<file path="config.mk">
export PLATFORM = sky130hd
export DESIGN_NAME = vga_frame_reader
export DESIGN_NICKNAME = d
export VERILOG_FILES = /design/src/rtl/vga_pkg.sv /design/src/rtl/vga_timing.sv /design/src/rtl/vga_frame_reader.sv
export SDC_FILE = /design/constraint.sdc
export NUM_CORES = 1
export LEC_CHECK = 0
export BUFFER_PORTS_ARGS = -buffer_cell sky130_fd_sc_hd__clkbuf_2
export CAP_MARGIN = 20
export CORE_MARGIN = 2
export CORE_UTILIZATION = 59
export DETAILED_ROUTE_END_ITERATION = 8
export MAX_ROUTING_LAYER = met4
export PLACE_DENSITY = 0.8
export SYNTH_ARGS = -nofsm -noshare
export SYNTH_HDL_FRONTEND = slang
export SYNTH_SLANG_ARGS = --single-unit
</file>
<file path="constraint.sdc">
create_clock -name clk_i -period 4.85 [get_ports clk_i]
set_input_delay 0.7275 -clock clk_i [delete_from_list [all_inputs] [get_ports clk_i]]
set_output_delay 0.7275 -clock clk_i [all_outputs]
set_load 0.03 [all_outputs]
</file>
<file path="src/rtl/vga_pkg.sv">
// Shared 640x480@60 VGA timing constants and the delay-line record for the frame reader.
package vga_pkg;

  localparam int CNT_W = 10;
  localparam logic [CNT_W-1:0] CNT_ONE = 10'd1;

  localparam logic [CNT_W-1:0] H_VISIBLE = 10'd640;
  localparam logic [CNT_W-1:0] H_FP      = 10'd16;
  localparam logic [CNT_W-1:0] H_SYNC    = 10'd96;
  localparam logic [CNT_W-1:0] H_BP      = 10'd48;
  localparam logic [CNT_W-1:0] H_TOTAL   = H_VISIBLE + H_FP + H_SYNC + H_BP;

  localparam logic [CNT_W-1:0] V_VISIBLE = 10'd480;
  localparam logic [CNT_W-1:0] V_FP      = 10'd10;
  localparam logic [CNT_W-1:0] V_SYNC    = 10'd2;
  localparam logic [CNT_W-1:0] V_BP      = 10'd33;
  localparam logic [CNT_W-1:0] V_TOTAL   = V_VISIBLE + V_FP + V_SYNC + V_BP;

  localparam logic [CNT_W-1:0] H_SYNC_START = H_VISIBLE + H_FP;
  localparam logic [CNT_W-1:0] H_SYNC_END   = H_SYNC_START + H_SYNC;
  localparam logic [CNT_W-1:0] V_SYNC_START = V_VISIBLE + V_FP;
  localparam logic [CNT_W-1:0] V_SYNC_END   = V_SYNC_START + V_SYNC;

  localparam logic [CNT_W-1:0] SCREEN_W = H_VISIBLE;
  localparam logic [CNT_W-1:0] SCREEN_H = V_VISIBLE;

  typedef struct packed {
    logic hsync;
    logic vsync;
    logic videoOn;
    logic inWindow;
  } alignT;

  // Idle value keeps syncs deasserted so a freshly reset delay line emits no spurious pulse.
  localparam alignT ALIGN_IDLE = '{hsync: 1'b1, vsync: 1'b1, videoOn: 1'b0, inWindow: 1'b0};

  function automatic logic dimsOk(input logic [CNT_W-1:0] w, input logic [CNT_W-1:0] h);
    return (w != '0) && (h != '0) && (w <= SCREEN_W) && (h <= SCREEN_H);
  endfunction

endpackage

</file>
<file path="src/rtl/vga_timing.sv">
// Free-running 800x525 pixel/line counters with undelayed sync, visible and frame-start decode.
module vga_timing
  import vga_pkg::*;
(
  input  logic             clk_i,
  input  logic             rst_i,
  output logic [CNT_W-1:0] hCnt_o,
  output logic [CNT_W-1:0] vCnt_o,
  output logic             hsyncRaw_o,
  output logic             vsyncRaw_o,
  output logic             visibleRaw_o,
  output logic             frameStart_o,
  output logic             lastCycle_o
);

  logic [CNT_W-1:0] hCnt_q, hCnt_d;
  logic [CNT_W-1:0] vCnt_q, vCnt_d;
  logic             lineEnd;
  logic             lastLine;

  always_comb begin
    lineEnd  = (hCnt_q == H_TOTAL - CNT_ONE);
    lastLine = (vCnt_q == V_TOTAL - CNT_ONE);
    hCnt_d   = lineEnd ? '0 : hCnt_q + CNT_ONE;
    vCnt_d   = vCnt_q;
    if (lineEnd) begin
      vCnt_d = lastLine ? '0 : vCnt_q + CNT_ONE;
    end
  end

  always_ff @(posedge clk_i) begin
    if (rst_i) begin
      hCnt_q <= '0;
      vCnt_q <= '0;
    end else begin
      hCnt_q <= hCnt_d;
      vCnt_q <= vCnt_d;
    end
  end

  assign hCnt_o       = hCnt_q;
  assign vCnt_o       = vCnt_q;
  assign hsyncRaw_o   = !((hCnt_q >= H_SYNC_START) && (hCnt_q < H_SYNC_END));
  assign vsyncRaw_o   = !((vCnt_q >= V_SYNC_START) && (vCnt_q < V_SYNC_END));
  assign visibleRaw_o = (hCnt_q < H_VISIBLE) && (vCnt_q < V_VISIBLE);
  // Masked by reset so the pulse is only seen once the counters actually run from 0,0.
  assign frameStart_o = (hCnt_q == '0) && (vCnt_q == '0) && !rst_i;
  assign lastCycle_o  = lineEnd && lastLine;

endmodule

</file>
<file path="src/rtl/vga_frame_reader.sv">
// Display-side reader of the output frame RAM: centres the stored image in 640x480 and
// aligns pixel data with sync/blanking across the RAM read latency.
module vga_frame_reader
  import vga_pkg::*;
#(
  parameter int          RAM_LATENCY  = 1,
  parameter logic [7:0]  BORDER_COLOR = 8'h00,
  parameter int          ADDR_W       = 19
) (
  input  logic              clk_i,
  input  logic              rst_i,
  input  logic              frame_ready_i,
  input  logic [CNT_W-1:0]  img_width_i,
  input  logic [CNT_W-1:0]  img_height_i,
  input  logic [7:0]        ram_data_i,
  output logic [ADDR_W-1:0] ram_addr_o,
  output logic [7:0]        pixel_o,
  output logic              hsync_o,
  output logic              vsync_o,
  output logic              video_on_o,
  output logic              frame_start_o
);

  logic [CNT_W-1:0] hCnt, vCnt;
  logic             hsyncRaw, vsyncRaw, visibleRaw, lastCycle;

  vga_timing uTiming (
    .clk_i        (clk_i),
    .rst_i        (rst_i),
    .hCnt_o       (hCnt),
    .vCnt_o       (vCnt),
    .hsyncRaw_o   (hsyncRaw),
    .vsyncRaw_o   (vsyncRaw),
    .visibleRaw_o (visibleRaw),
    .frameStart_o (frame_start_o),
    .lastCycle_o  (lastCycle)
  );

  logic [CNT_W-1:0]  width_q, height_q, x0_q, y0_q;
  logic [CNT_W-1:0]  x0_d, y0_d;
  logic              frameValid_q;
  logic [ADDR_W-1:0] addr_q, addr_d;
  alignT             rawAlign;
  alignT             dly_q [RAM_LATENCY];
  alignT             tail;
  logic [7:0]        pixel_q, pixel_d;
  logic              hsync_q, vsync_q, videoOn_q;

  always_comb begin
    x0_d = (SCREEN_W - img_width_i) >> 1;
    y0_d = (SCREEN_H - img_height_i) >> 1;
    rawAlign.hsync    = hsyncRaw;
    rawAlign.vsync    = vsyncRaw;
    rawAlign.videoOn  = visibleRaw;
    rawAlign.inWindow = frameValid_q
                        && (hCnt >= x0_q) && (hCnt < x0_q + width_q)
                        && (vCnt >= y0_q) && (vCnt < y0_q + height_q);
    addr_d = addr_q;
    if (lastCycle) begin
      addr_d = '0;
    end else if (rawAlign.inWindow) begin
      addr_d = addr_q + ADDR_W'(1);
    end
  end

  // Geometry is only sampled on the final cycle of a frame so an image never tears mid-scan.
  always_ff @(posedge clk_i) begin
    if (rst_i) begin
      width_q      <= '0;
      height_q     <= '0;
      x0_q         <= '0;
      y0_q         <= '0;
      frameValid_q <= 1'b0;
      addr_q       <= '0;
    end else begin
      if (lastCycle) begin
        width_q      <= img_width_i;
        height_q     <= img_height_i;
        x0_q         <= x0_d;
        y0_q         <= y0_d;
        frameValid_q <= frame_ready_i && dimsOk(img_width_i, img_height_i);
      end
      addr_q <= addr_d;
    end
  end

  always_ff @(posedge clk_i) begin
    if (rst_i) begin
      for (int i = 0; i < RAM_LATENCY; i++) dly_q[i] <= ALIGN_IDLE;
    end else begin
      dly_q[0] <= rawAlign;
      for (int i = 1; i < RAM_LATENCY; i++) dly_q[i] <= dly_q[i-1];
    end
  end

  assign tail    = dly_q[RAM_LATENCY-1];
  assign pixel_d = (tail.videoOn && tail.inWindow) ? ram_data_i : BORDER_COLOR;

  always_ff @(posedge clk_i) begin
    if (rst_i) begin
      pixel_q   <= BORDER_COLOR;
      hsync_q   <= 1'b1;
      vsync_q   <= 1'b1;
      videoOn_q <= 1'b0;
    end else begin
      pixel_q   <= pixel_d;
      hsync_q   <= tail.hsync;
      vsync_q   <= tail.vsync;
      videoOn_q <= tail.videoOn;
    end
  end

  assign ram_addr_o = addr_q;
  assign pixel_o    = pixel_q;
  assign hsync_o    = hsync_q;
  assign vsync_o    = vsync_q;
  assign video_on_o = videoOn_q;

endmodule
</file>
==> results.md <==
* Adder-Cell Fraction of Synth Area at 14.39%
* Leakage at about 0.0025 uW
* N_diodes at 0
* DRC errors left at 0
* Crit path DAT at 4450 ps
* Setup ws final at 713.3 ps
* Clock Latency Late Sink at 380 ps
* Largest area contributor in the netlist: dfxtp_1
* Post-synth EDFFs at 0
* Starting DRT DRC Count at 139
* Pre-antenna DRT Iters at 5
* Hold_buf cts at 0
* Final ANT Viol Nets at 0
* Starting density of the core at 61.08%
* Tmin final at 4137 ps
* # setup viols final at 0
* Metal3 WL at 702 um
* Clock Pin Slew Worst Setup and Hold Paths at 100 ps
* TritonCTS clock tree: done
* Post-CTS Resized at 0
* DIE HEIGHT at 102.0 um
* Xor and xnor area share after synthesis at 6.642%
* Num ports at 62
* Relative slew slack at 49.45%
* Hold WC Path Type: reg2reg
* YS warnings at 0
* Synth Cell Area at 0.005670 mm2
* Post-CTS Setup Bufs at 0
* Syn Nets at 781
* FMAX at 241.7 MHz
* Mux contribution to synthesized area at 0.5296%
* Fin. max-slew vios at 0
* Chip width at 102.0 um
* Final hold vios at 0
* Row cnt at 35
* Core Box Area at 0.009284 mm2
* Post-detail-place hpwl at roughly 9500 um
* Outcome: finished, final reports clean
* Gr ovfl total at 0
* First-pass GRT wire length at 21,550 um
* RSZ-0062 raised after global routing: false
* Setup tns final at 0 ps
* Slew @ Worst Pin at 747.8 ps
* Drt wl/cell at 14.65 um
* TritonCTS sink count at 93
* MaxCap Viol Count at 0
* Vias in the first global route at 4,835
* Synth async-reset ratio at 0%
* FF+latch count, synth at 93
* Critical path launch point type: flip-flop
* TritonCTS buffer count at 9
* Fin crit share at between 80 and 90%
* H-tree Lvls at 3
* Commonest cells post-synth: nand2_1 (94), dfxtp_1 (93), ha_1 (62), a21oi_1 (59)
* Critical Path RT at 5160 ps
* Avg Cell Area, Syn at 8.266 um2
* Top cells by area, synth: dfxtp_1 (33%), ha_1 (14%), nand2_1 (6.2%)
* Layout Utilization at 67.17%
* Max VDD drop at 0.0001461 V
* Power density cells at between 200 and 250 mW/mm2
* Met1 WL at between 5000 and 6000 um
* Pin count of the biggest net entering global routing at 40
* CTS root buf: clkbuf_8
* Gpl congestion at 0.9299
* Largest family of logic cells by synthesized area: simple AND/OR/NAND/NOR gates
* Sequential area share after synthesis at 32.83%
* Max Root-Sink Buffers at 2
* Count leader, synth: nand2_1
* Synth Instances at 686
* Hold_ws at between 400 and 500 ps
* Worst Path Max Fanout at 33
* Top-area cell type share of the netlist area at 32.83%
* Layout net count at 829
* Layout area overhead at 9.974%
* Initial antenna violation count at 0
* Pre-CTS WS at about 810 ps
* Final wirelength at between 10,000 and 15,000 um
* Compound-gate portion of the synthesized area at between 15 and 20%
* CP Capture Type: flip-flop
* Cell variety after synth at 60
* Via count at 5,066
* Simple logic cell fraction of the synthesized area at between 20% and 30%
* Vias per cell at 5.836
* PortBufs at 61
* CP Class: reg2reg
* Top sig layer: met4
* Ys flop type: dfxtp_1
* Share of cells above drive strength 1 at between 10% and 20%
* DR WL met2 at 5876 um
* Die Area at between 0.01 and 0.015 mm2
* Gr usage total at 26.32%
* Clock skew at 13.83 ps
[layer usage]
metal / global-route usage, % / up-vias
li1: - / 2536
met1: 32.57 / 2350
met2: 41.90 / 146
met3: 5.609 / 34
met4: 10.67 / 0
met5: - / -
[layout make-up]
class	count	area, um2
Sequential cell	93	1862
Multi-Input combinational cell	524	3533
Tap cell	129	161.4
Clock buffer	9	123.9
Clock inverter	7	62.56
Inverter	40	150.1
Fill cell	803	3048
Timing Repair Buffer	66	342.8
[critical path: stages (launching register included)]
cell and delay [ps]:
dfxtp_1 340, ha_1 300, a21o_1 180, a21oi_1 220, o22ai_1 140, or4_1 450, a2111oi_0 450, nor3_1 100
ha_1 340, a22oi_1 180, o311a_1 190, o41a_1 160, nand4_1 110, buf_4 250, or4_1 530, a21oi_1 140
[power by group]
part / switching, uW / internal (uW)
registers: 3.95 / 766
logic: 58.9 / 34.3
clock network: 308 / 199
total: 371 / 999
[metrics by stage]
| step | total power [uW] | cells | instance area [um2] |
|---|---|---|---|
| final | 1371 | 868 | 6236 |
| after detailed placement | 879.5 | 852 | 6050 |
| after global routing | 1423 | 868 | 6236 |
| after global placement | 875.8 | 852 | 6050 |
| after CTS | 1379 | 868 | 6236 |
| after floorplan | 845.0 | 686 | 5670 |
[path summary, 6_finish.rpt]
check	slack, ps	endpoint	cells past startpoint	startpoint
worst max register to register	710	ram_addr_o[3]	15	height_q[1]
worst max-delay path	710	ram_addr_o[3]	15	height_q[1]
worst min-delay path	420	hsync_o	1	dly_q[0][3]
worst min register to register	420	hsync_o	1	dly_q[0][3]
[flip-flops by register name (all words and copies together), names as in the netlist]
name,cells
ram_addr_o,19
width_q,10
dly_q,4
frameValid_q,1
x0_q,9
y0_q,9
video_on_o,1
uTiming.vCnt_o,10
height_q,10
vsync_o,1
pixel_o,8
uTiming.hCnt_o,10
hsync_o,1
[cells by family after synthesis]
kind of cell | after synthesis
fa+ha+maj | 64
simple gates | 282
flops | 93
xor+xnor | 43
compound gates | 132
buf+inv | 69
mux | 3
[cells in the final DEF, fill, tap and decap left out, drive strengths merged, types with 5 or more instances in the layout]
master and n:
or2 15, o311ai 7, and3 21, xnor2 20, buf 5, nor2 40, nand2b 8, nand2 94
o41ai 7, dfxtp 93, a211oi 7, or4 10, nor2b 7, nor3 20, inv 45, o31ai 8
o21ai 18, nor4 11, ha 62, or3 8, a21oi 60, nand4 11, xor2 23, clkbuf 70
nand3 27
No activity file was read; power rests on OpenSTA's default activity.
